**src/rtl/wt_mem_arbiter_if.sv**
```systemverilog
// Cache/memory-side bundle for the write-through memory arbiter.
// The arbiter connects via the slave modport; caches and memory (or a bench) via master.
interface wt_mem_arbiter_if #(
    parameter int unsigned AddrWidth = 64,
    parameter int unsigned DataWidth = 64,
    parameter int unsigned TidWidth  = 2,
    parameter int unsigned RtrnWidth = 128
);
    localparam int unsigned BeWidth = DataWidth / 8;

    logic                 icache_data_req_i;
    logic                 icache_data_ack_o;
    logic [AddrWidth-1:0] icache_addr_i;
    logic [TidWidth-1:0]  icache_tid_i;

    logic                 dcache_data_req_i;
    logic                 dcache_data_ack_o;
    logic [AddrWidth-1:0] dcache_addr_i;
    logic                 dcache_we_i;
    logic [DataWidth-1:0] dcache_wdata_i;
    logic [BeWidth-1:0]   dcache_be_i;
    logic [TidWidth-1:0]  dcache_tid_i;

    logic                 mem_req_valid_o;
    logic                 mem_req_ready_i;
    logic                 mem_req_src_o;
    logic [AddrWidth-1:0] mem_req_addr_o;
    logic                 mem_req_we_o;
    logic [DataWidth-1:0] mem_req_wdata_o;
    logic [BeWidth-1:0]   mem_req_be_o;
    logic [TidWidth-1:0]  mem_req_tid_o;

    logic                 mem_rtrn_valid_i;
    logic                 mem_rtrn_src_i;
    logic [TidWidth-1:0]  mem_rtrn_tid_i;
    logic [RtrnWidth-1:0] mem_rtrn_data_i;

    logic                 icache_rtrn_vld_o;
    logic                 dcache_rtrn_vld_o;
    logic [TidWidth-1:0]  rtrn_tid_o;
    logic [RtrnWidth-1:0] rtrn_data_o;
    logic                 err_o;

    modport slave (
        input  icache_data_req_i, icache_addr_i, icache_tid_i,
        input  dcache_data_req_i, dcache_addr_i, dcache_we_i, dcache_wdata_i, dcache_be_i,
        input  dcache_tid_i,
        input  mem_req_ready_i,
        input  mem_rtrn_valid_i, mem_rtrn_src_i, mem_rtrn_tid_i, mem_rtrn_data_i,
        output icache_data_ack_o, dcache_data_ack_o,
        output mem_req_valid_o, mem_req_src_o, mem_req_addr_o, mem_req_we_o,
        output mem_req_wdata_o, mem_req_be_o, mem_req_tid_o,
        output icache_rtrn_vld_o, dcache_rtrn_vld_o, rtrn_tid_o, rtrn_data_o, err_o
    );

    modport master (
        output icache_data_req_i, icache_addr_i, icache_tid_i,
        output dcache_data_req_i, dcache_addr_i, dcache_we_i, dcache_wdata_i, dcache_be_i,
        output dcache_tid_i,
        output mem_req_ready_i,
        output mem_rtrn_valid_i, mem_rtrn_src_i, mem_rtrn_tid_i, mem_rtrn_data_i,
        input  icache_data_ack_o, dcache_data_ack_o,
        input  mem_req_valid_o, mem_req_src_o, mem_req_addr_o, mem_req_we_o,
        input  mem_req_wdata_o, mem_req_be_o, mem_req_tid_o,
        input  icache_rtrn_vld_o, dcache_rtrn_vld_o, rtrn_tid_o, rtrn_data_o, err_o
    );
endinterface

```
**src/rtl/wt_mem_arbiter.sv**
```systemverilog
// Memory-side front end of the write-through cache subsystem: merges I$ and D$ requests
// into one registered request channel, limits in-flight requests per source and routes
// returns back by source bit.
module wt_mem_arbiter #(
    parameter int unsigned AddrWidth      = 64,
    parameter int unsigned DataWidth      = 64,
    parameter int unsigned TidWidth       = 2,
    parameter int unsigned RtrnWidth      = 128,
    parameter int unsigned MaxOutstanding = 4
) (
    input logic               clk_i,
    input logic               rst_i,
    wt_mem_arbiter_if.slave   bus
);
    localparam int unsigned BeWidth = DataWidth / 8;
    localparam logic [3:0]  MaxCnt  = 4'(MaxOutstanding);

    typedef struct packed {
        logic                 src;
        logic [AddrWidth-1:0] addr;
        logic                 we;
        logic [DataWidth-1:0] wdata;
        logic [BeWidth-1:0]   be;
        logic [TidWidth-1:0]  tid;
    } req_t;

    req_t       req_q, req_d;
    logic       valid_q, valid_d;
    logic       rr_q, rr_d;
    logic [3:0] icnt_q, icnt_d;
    logic [3:0] dcnt_q, dcnt_d;
    logic       err_q, err_d;

    logic slot_free, i_elig, d_elig, i_gnt, d_gnt;
    logic i_rtrn, d_rtrn, i_dec, d_dec;

    // Grant selection, output register load/drain, round-robin pointer update.
    always_comb begin
        slot_free = !valid_q || bus.mem_req_ready_i;
        i_elig    = bus.icache_data_req_i && (icnt_q < MaxCnt);
        d_elig    = bus.dcache_data_req_i && (dcnt_q < MaxCnt);
        i_gnt     = 1'b0;
        d_gnt     = 1'b0;
        rr_d      = rr_q;
        req_d     = req_q;
        valid_d   = valid_q && !bus.mem_req_ready_i;

        if (slot_free) begin
            if (i_elig && d_elig) begin
                // Contested: pointer's source wins, pointer flips to the loser.
                i_gnt = !rr_q;
                d_gnt = rr_q;
                rr_d  = !rr_q;
            end else begin
                i_gnt = i_elig;
                d_gnt = d_elig;
            end
        end

        if (i_gnt) begin
            valid_d   = 1'b1;
            req_d     = '0;
            req_d.addr = bus.icache_addr_i;
            req_d.tid  = bus.icache_tid_i;
        end else if (d_gnt) begin
            valid_d    = 1'b1;
            req_d.src   = 1'b1;
            req_d.addr  = bus.dcache_addr_i;
            req_d.we    = bus.dcache_we_i;
            req_d.wdata = bus.dcache_wdata_i;
            req_d.be    = bus.dcache_be_i;
            req_d.tid   = bus.dcache_tid_i;
        end
    end

    // Outstanding counters and sticky error; a return to an empty counter flags an error.
    always_comb begin
        i_rtrn = bus.mem_rtrn_valid_i && !bus.mem_rtrn_src_i;
        d_rtrn = bus.mem_rtrn_valid_i && bus.mem_rtrn_src_i;
        i_dec  = i_rtrn && (icnt_q != 4'd0);
        d_dec  = d_rtrn && (dcnt_q != 4'd0);
        icnt_d = icnt_q + {3'b000, i_gnt} - {3'b000, i_dec};
        dcnt_d = dcnt_q + {3'b000, d_gnt} - {3'b000, d_dec};
        err_d  = err_q || (i_rtrn && (icnt_q == 4'd0)) || (d_rtrn && (dcnt_q == 4'd0));
    end

    // State registers with asynchronous reset.
    always_ff @(posedge clk_i or posedge rst_i) begin
        if (rst_i) begin
            req_q   <= '0;
            valid_q <= 1'b0;
            rr_q    <= 1'b0;
            icnt_q  <= 4'd0;
            dcnt_q  <= 4'd0;
            err_q   <= 1'b0;
        end else begin
            req_q   <= req_d;
            valid_q <= valid_d;
            rr_q    <= rr_d;
            icnt_q  <= icnt_d;
            dcnt_q  <= dcnt_d;
            err_q   <= err_d;
        end
    end

    assign bus.icache_data_ack_o = i_gnt;
    assign bus.dcache_data_ack_o = d_gnt;
    assign bus.mem_req_valid_o   = valid_q;
    assign bus.mem_req_src_o     = req_q.src;
    assign bus.mem_req_addr_o    = req_q.addr;
    assign bus.mem_req_we_o      = req_q.we;
    assign bus.mem_req_wdata_o   = req_q.wdata;
    assign bus.mem_req_be_o      = req_q.be;
    assign bus.mem_req_tid_o     = req_q.tid;
    assign bus.icache_rtrn_vld_o = i_rtrn;
    assign bus.dcache_rtrn_vld_o = d_rtrn;
    assign bus.rtrn_tid_o        = bus.mem_rtrn_tid_i;
    assign bus.rtrn_data_o       = bus.mem_rtrn_data_i;
    assign bus.err_o             = err_q;
endmodule

```
**src/flat_wrapper.sv**
```systemverilog
// flat-port wrapper written by rule: the top's interface ports become plain ports
module wt_mem_arbiter_flat 
#(
    parameter int unsigned AddrWidth      = 64,
    parameter int unsigned DataWidth      = 64,
    parameter int unsigned TidWidth       = 2,
    parameter int unsigned RtrnWidth      = 128,
    parameter int unsigned MaxOutstanding = 4
)
  (clk_i, rst_i, bus_icache_data_req_i, bus_icache_addr_i, bus_icache_tid_i, bus_dcache_data_req_i, bus_dcache_addr_i, bus_dcache_we_i, bus_dcache_wdata_i, bus_dcache_be_i, bus_dcache_tid_i, bus_mem_req_ready_i, bus_mem_rtrn_valid_i, bus_mem_rtrn_src_i, bus_mem_rtrn_tid_i, bus_mem_rtrn_data_i, bus_icache_data_ack_o, bus_dcache_data_ack_o, bus_mem_req_valid_o, bus_mem_req_src_o, bus_mem_req_addr_o, bus_mem_req_we_o, bus_mem_req_wdata_o, bus_mem_req_be_o, bus_mem_req_tid_o, bus_icache_rtrn_vld_o, bus_dcache_rtrn_vld_o, bus_rtrn_tid_o, bus_rtrn_data_o, bus_err_o);
  wt_mem_arbiter_if #(.AddrWidth(AddrWidth), .DataWidth(DataWidth), .TidWidth(TidWidth), .RtrnWidth(RtrnWidth)) bus_i ();
  input logic clk_i;
  input logic rst_i;
  input wire logic [$bits(bus_i.icache_data_req_i)-1:0] bus_icache_data_req_i;
  input wire logic [$bits(bus_i.icache_addr_i)-1:0] bus_icache_addr_i;
  input wire logic [$bits(bus_i.icache_tid_i)-1:0] bus_icache_tid_i;
  input wire logic [$bits(bus_i.dcache_data_req_i)-1:0] bus_dcache_data_req_i;
  input wire logic [$bits(bus_i.dcache_addr_i)-1:0] bus_dcache_addr_i;
  input wire logic [$bits(bus_i.dcache_we_i)-1:0] bus_dcache_we_i;
  input wire logic [$bits(bus_i.dcache_wdata_i)-1:0] bus_dcache_wdata_i;
  input wire logic [$bits(bus_i.dcache_be_i)-1:0] bus_dcache_be_i;
  input wire logic [$bits(bus_i.dcache_tid_i)-1:0] bus_dcache_tid_i;
  input wire logic [$bits(bus_i.mem_req_ready_i)-1:0] bus_mem_req_ready_i;
  input wire logic [$bits(bus_i.mem_rtrn_valid_i)-1:0] bus_mem_rtrn_valid_i;
  input wire logic [$bits(bus_i.mem_rtrn_src_i)-1:0] bus_mem_rtrn_src_i;
  input wire logic [$bits(bus_i.mem_rtrn_tid_i)-1:0] bus_mem_rtrn_tid_i;
  input wire logic [$bits(bus_i.mem_rtrn_data_i)-1:0] bus_mem_rtrn_data_i;
  output wire logic [$bits(bus_i.icache_data_ack_o)-1:0] bus_icache_data_ack_o;
  output wire logic [$bits(bus_i.dcache_data_ack_o)-1:0] bus_dcache_data_ack_o;
  output wire logic [$bits(bus_i.mem_req_valid_o)-1:0] bus_mem_req_valid_o;
  output wire logic [$bits(bus_i.mem_req_src_o)-1:0] bus_mem_req_src_o;
  output wire logic [$bits(bus_i.mem_req_addr_o)-1:0] bus_mem_req_addr_o;
  output wire logic [$bits(bus_i.mem_req_we_o)-1:0] bus_mem_req_we_o;
  output wire logic [$bits(bus_i.mem_req_wdata_o)-1:0] bus_mem_req_wdata_o;
  output wire logic [$bits(bus_i.mem_req_be_o)-1:0] bus_mem_req_be_o;
  output wire logic [$bits(bus_i.mem_req_tid_o)-1:0] bus_mem_req_tid_o;
  output wire logic [$bits(bus_i.icache_rtrn_vld_o)-1:0] bus_icache_rtrn_vld_o;
  output wire logic [$bits(bus_i.dcache_rtrn_vld_o)-1:0] bus_dcache_rtrn_vld_o;
  output wire logic [$bits(bus_i.rtrn_tid_o)-1:0] bus_rtrn_tid_o;
  output wire logic [$bits(bus_i.rtrn_data_o)-1:0] bus_rtrn_data_o;
  output wire logic [$bits(bus_i.err_o)-1:0] bus_err_o;
  assign bus_i.icache_data_req_i = bus_icache_data_req_i;
  assign bus_i.icache_addr_i = bus_icache_addr_i;
  assign bus_i.icache_tid_i = bus_icache_tid_i;
  assign bus_i.dcache_data_req_i = bus_dcache_data_req_i;
  assign bus_i.dcache_addr_i = bus_dcache_addr_i;
  assign bus_i.dcache_we_i = bus_dcache_we_i;
  assign bus_i.dcache_wdata_i = bus_dcache_wdata_i;
  assign bus_i.dcache_be_i = bus_dcache_be_i;
  assign bus_i.dcache_tid_i = bus_dcache_tid_i;
  assign bus_i.mem_req_ready_i = bus_mem_req_ready_i;
  assign bus_i.mem_rtrn_valid_i = bus_mem_rtrn_valid_i;
  assign bus_i.mem_rtrn_src_i = bus_mem_rtrn_src_i;
  assign bus_i.mem_rtrn_tid_i = bus_mem_rtrn_tid_i;
  assign bus_i.mem_rtrn_data_i = bus_mem_rtrn_data_i;
  assign bus_icache_data_ack_o = bus_i.icache_data_ack_o;
  assign bus_dcache_data_ack_o = bus_i.dcache_data_ack_o;
  assign bus_mem_req_valid_o = bus_i.mem_req_valid_o;
  assign bus_mem_req_src_o = bus_i.mem_req_src_o;
  assign bus_mem_req_addr_o = bus_i.mem_req_addr_o;
  assign bus_mem_req_we_o = bus_i.mem_req_we_o;
  assign bus_mem_req_wdata_o = bus_i.mem_req_wdata_o;
  assign bus_mem_req_be_o = bus_i.mem_req_be_o;
  assign bus_mem_req_tid_o = bus_i.mem_req_tid_o;
  assign bus_icache_rtrn_vld_o = bus_i.icache_rtrn_vld_o;
  assign bus_dcache_rtrn_vld_o = bus_i.dcache_rtrn_vld_o;
  assign bus_rtrn_tid_o = bus_i.rtrn_tid_o;
  assign bus_rtrn_data_o = bus_i.rtrn_data_o;
  assign bus_err_o = bus_i.err_o;
  wt_mem_arbiter #(.AddrWidth(AddrWidth), .DataWidth(DataWidth), .TidWidth(TidWidth), .RtrnWidth(RtrnWidth), .MaxOutstanding(MaxOutstanding)) u_core (.clk_i(clk_i), .rst_i(rst_i), .bus(bus_i));
endmodule
```
**config.mk**
```make
export PLATFORM = sky130hd
export DESIGN_NAME = wt_mem_arbiter_flat
export DESIGN_NICKNAME = d
export VERILOG_FILES = /design/src/rtl/wt_mem_arbiter_if.sv /design/src/rtl/wt_mem_arbiter.sv /design/src/flat_wrapper.sv
export SDC_FILE = /design/constraint.sdc
export NUM_CORES = 1
export LEC_CHECK = 0
export BUFFER_PORTS_ARGS = -buffer_cell sky130_fd_sc_hd__buf_2
export CORE_AREA = 5 5 240 242
export DETAILED_ROUTE_END_ITERATION = 10
export DIE_AREA = 0 0 245 247
export SLEW_MARGIN = 20
export SYNTH_ARGS = -nofsm -noshare
export SYNTH_HDL_FRONTEND = slang
export SYNTH_SLANG_ARGS = --single-unit
```
**constraint.sdc**
```tcl
create_clock -name clk_i -period 8 [get_ports clk_i]
set_input_delay 0 -clock clk_i [delete_from_list [all_inputs] [get_ports clk_i]]
set_output_delay 0 -clock clk_i [all_outputs]
set_load 0.03 [all_outputs]
```
==> run metrics <==
non-filler cells, final=1758; clk sinks=151; Max Slew Vio Count=0; Root Buffer=clkbuf_16; CP arrival=3400 ps; largest net degree at the start of global routing=86; dpl cells=1514; async set-or-reset flop fraction in the synthesized netlist=100%; Reg2Reg Depth=12; Starting Density=13.5%; final hold vios=0; Syn Nets=982; CP cell instances=inv_1 -> ha_1 -> nand2_2 -> buf_4 -> o211ai_4 -> buf_4 -> inv_2 -> buf_4 -> buf_2; Setup WS post-layout=4600 ps; Via-to-Cell Ratio=4.04; vias in the first global route=7764; pre-CTS WS=4710 ps; FF+latch count, synth=151; Max Cap Viol=0; remaining global-route overflow=0; Seq/Total Area, Yosys=50.9%; Tmin final=3400 ps; initial antenna violation count=1; Syn Inst Count=628; sw frac=43.5%; routability cong.=0.803; Min-Delay Startpoint=bus_mem_rtrn_data_i[13]; dominant cell by count in the synthesized netlist=dfrtp_1; Most Crowded Layer GR=met2; row count=86; P_sw=1.94 mW; dominant synthesized flop cell=dfrtp_1; final net count=1392; worst-path fanout max=74; Die X=245 um; Crit path largest cell delay=640 ps; post-route setup TNS=0 ps; Resized Gates After CTS=0; H-tree depth=4; met1 GRT Util=10.8%; Least-Margin Pin Slew=902 ps; Routed WL per cell=19.6 um; Area contributors post-synth=dfrtp_1, buf_4, a22o_1; startpoint types=register; total I/O pin count=618; class of the worst hold path=primary input to output port; RSZ-0062 raised after global routing=no; die footprint=60500 sq um; Hold Crit Endpoint=bus_rtrn_data_o[13]; Yosys top cell area share=50.9%; Pleak=5.24 nW; element type at the critical path end=output port; DRT iter0 DRCs=258; Port Buffers=357; Clock Pin Slew Worst Setup and Hold Paths=70 ps; GRT Total Usage=10.9%; Num CTS Buffers=17; Clk Latency, worst-skew pair=460 ps; Clock power frac=17.8%; Pre-antenna DRT Iters=4; CP Data Required Time=8000 ps; Residual DRC=0; die height=247 um; first-pass GRT wire length=49000 um; Syn Std Cell Area=7430 sq um; Crit Path Class=register to output port; drt total wl=34500 um; met3 usage=4.69%; FF-to-FF Start=u_core.icnt_q[2]; max_slew headroom=39.9%; sequential power share=28.7%; Crit-path slowest cell=buf_4; GR Util met2=19.0%; # setup viols final=0; clock skew=10.7 ps; CTS tree=yes; Internal=2.52 mW; P&R area growth vs syn=56.5%; core area=54900 sq um; power share of the combinational group=53.5%; Hold Path Depth=0; top achievable clock speed=0.294 GHz; layout cells sized above 1=43.7%; dpl hpwl=23400 um; Cell Pwr Density=384 nW/um^2; Worst IR Drop VDD=270 uV; mean post-synth cell area=11.8 sq um; Crit path top cell by count=buf_4; final worst-path cycle share=42.5%; FF-to-FF End=u_core.dcnt_q[2]; Yosys warning count=0; postcts setup bufs=0; EDFF count, synth=0; antenna-violating nets left=0; via count=7101; clock buffer depth=2; Yosys top cell by area=dfrtp_1; CTS Hold Bufs=208; library cells used by synthesis=34; status=completed; Worst R2R Setup Slack=4780 ps; commonest cells in the netlist=dfrtp_1, buf_4, a22o_1
==> registers in the layout, summed over array words and instances (netlist names) <==
name	count
u_core.bus.mem_req_src_o	1
u_core.bus.mem_req_addr_o	64
u_core.bus.mem_req_tid_o	2
u_core.bus.mem_req_wdata_o	64
u_core.icnt_q	4
u_core.dcnt_q	4
u_core.bus.mem_req_valid_o	1
u_core.bus.mem_req_we_o	1
u_core.bus.err_o	1
u_core.bus.mem_req_be_o	8
u_core.rr_q	1
==> critical path, delay by kind of cell (launching register included) <==
family	cells	cell delay, ps
DFF	1	320
and+or+nand+nor	1	70
buffers and inverters	6	2080
AOI/OAI and AO/OA	1	90
adders and majority gates	1	270
==> cell families (layout without fill, tap and decap cells) <==
kind of cell,count (synthesis),in the layout,share of synthesized area [%]
compound gates,165,165,20.2
xor+xnor,5,5,0.590
fa+ha+maj,12,12,2.22
buf+inv,198,621,17.5
flops,151,151,50.9
other cells,0,3,0
simple gates,97,97,8.66
==> through the flow <==
| stage | hold slack (ps) | total power [mW] | util [%] | instance area [sq um] |
|---|---|---|---|---|
| after floorplan | 115 | 2.76 | - | 7430 |
| after global placement | 0.205 | 3.25 | 16.3 | 8940 |
| after detailed placement | 0.205 | 3.28 | 16.3 | 8940 |
| after CTS | 0.0105 | 4.50 | 21.1 | 11600 |
| after global routing | 0.0434 | 4.73 | 21.2 | 11600 |
| final | 0.0116 | 4.47 | 21.2 | 11600 |
==> how the worst max path moves through the flow <==
stage,startpoint,endpoint,cells past startpoint
after global placement,u_core.icnt_q[2],u_core.dcnt_q[1],12
after CTS,u_core.icnt_q[2],bus_dcache_data_ack_o,9
after global routing,u_core.icnt_q[2],bus_dcache_data_ack_o,9
after floorplan,rst_i,u_core.bus.err_o,1
after detailed placement,u_core.icnt_q[2],u_core.dcnt_q[2],12
final,u_core.icnt_q[2],bus_dcache_data_ack_o,9
==> cells in the final DEF, fill, tap and decap left out, types with 4 or more instances in the layout <==
cell type,Yosys,final
clkbuf_16,0,17
nor4_1,14,14
inv_6,0,6
buf_2,26,357
o221a_2,52,52
dfrtp_1,151,151
a22o_1,74,74
inv_8,0,4
a21oi_1,16,16
or4_1,52,52
ha_1,10,10
buf_4,131,8
a211oi_1,14,14
inv_1,14,13
nor3_1,14,14
dlygate4sd3_1,0,208
==> routing by layer <==
layer	part of all wire [%]	vias up
li1	-	3085
met1	36	3436
met2	49	476
met3	10	102
met4	4.5	2
met5	0.16	-
==> layout make-up <==
cell class	instances	area, sq um
multi-input cells	279	2370
flip-flops and latches	151	3780
repair buffers	574	3960
clock buffers	18	429
inverters	15	61.3
fillers	5860	43300
diodes	3	7.51
clock inverters	14	130
well taps	704	881
==> power groups by stage <==
stage / logic (mW) / clock network (mW) / registers, mW
after global routing: 2.54 / 0.872 / 1.32
after detailed placement: 2.00 / 0 / 1.28
after CTS: 2.38 / 0.845 / 1.27
final: 2.39 / 0.796 / 1.28
after floorplan: 0.908 / 0 / 1.85
after global placement: 1.97 / 0 / 1.28
(Power assumes the default switching activity.)
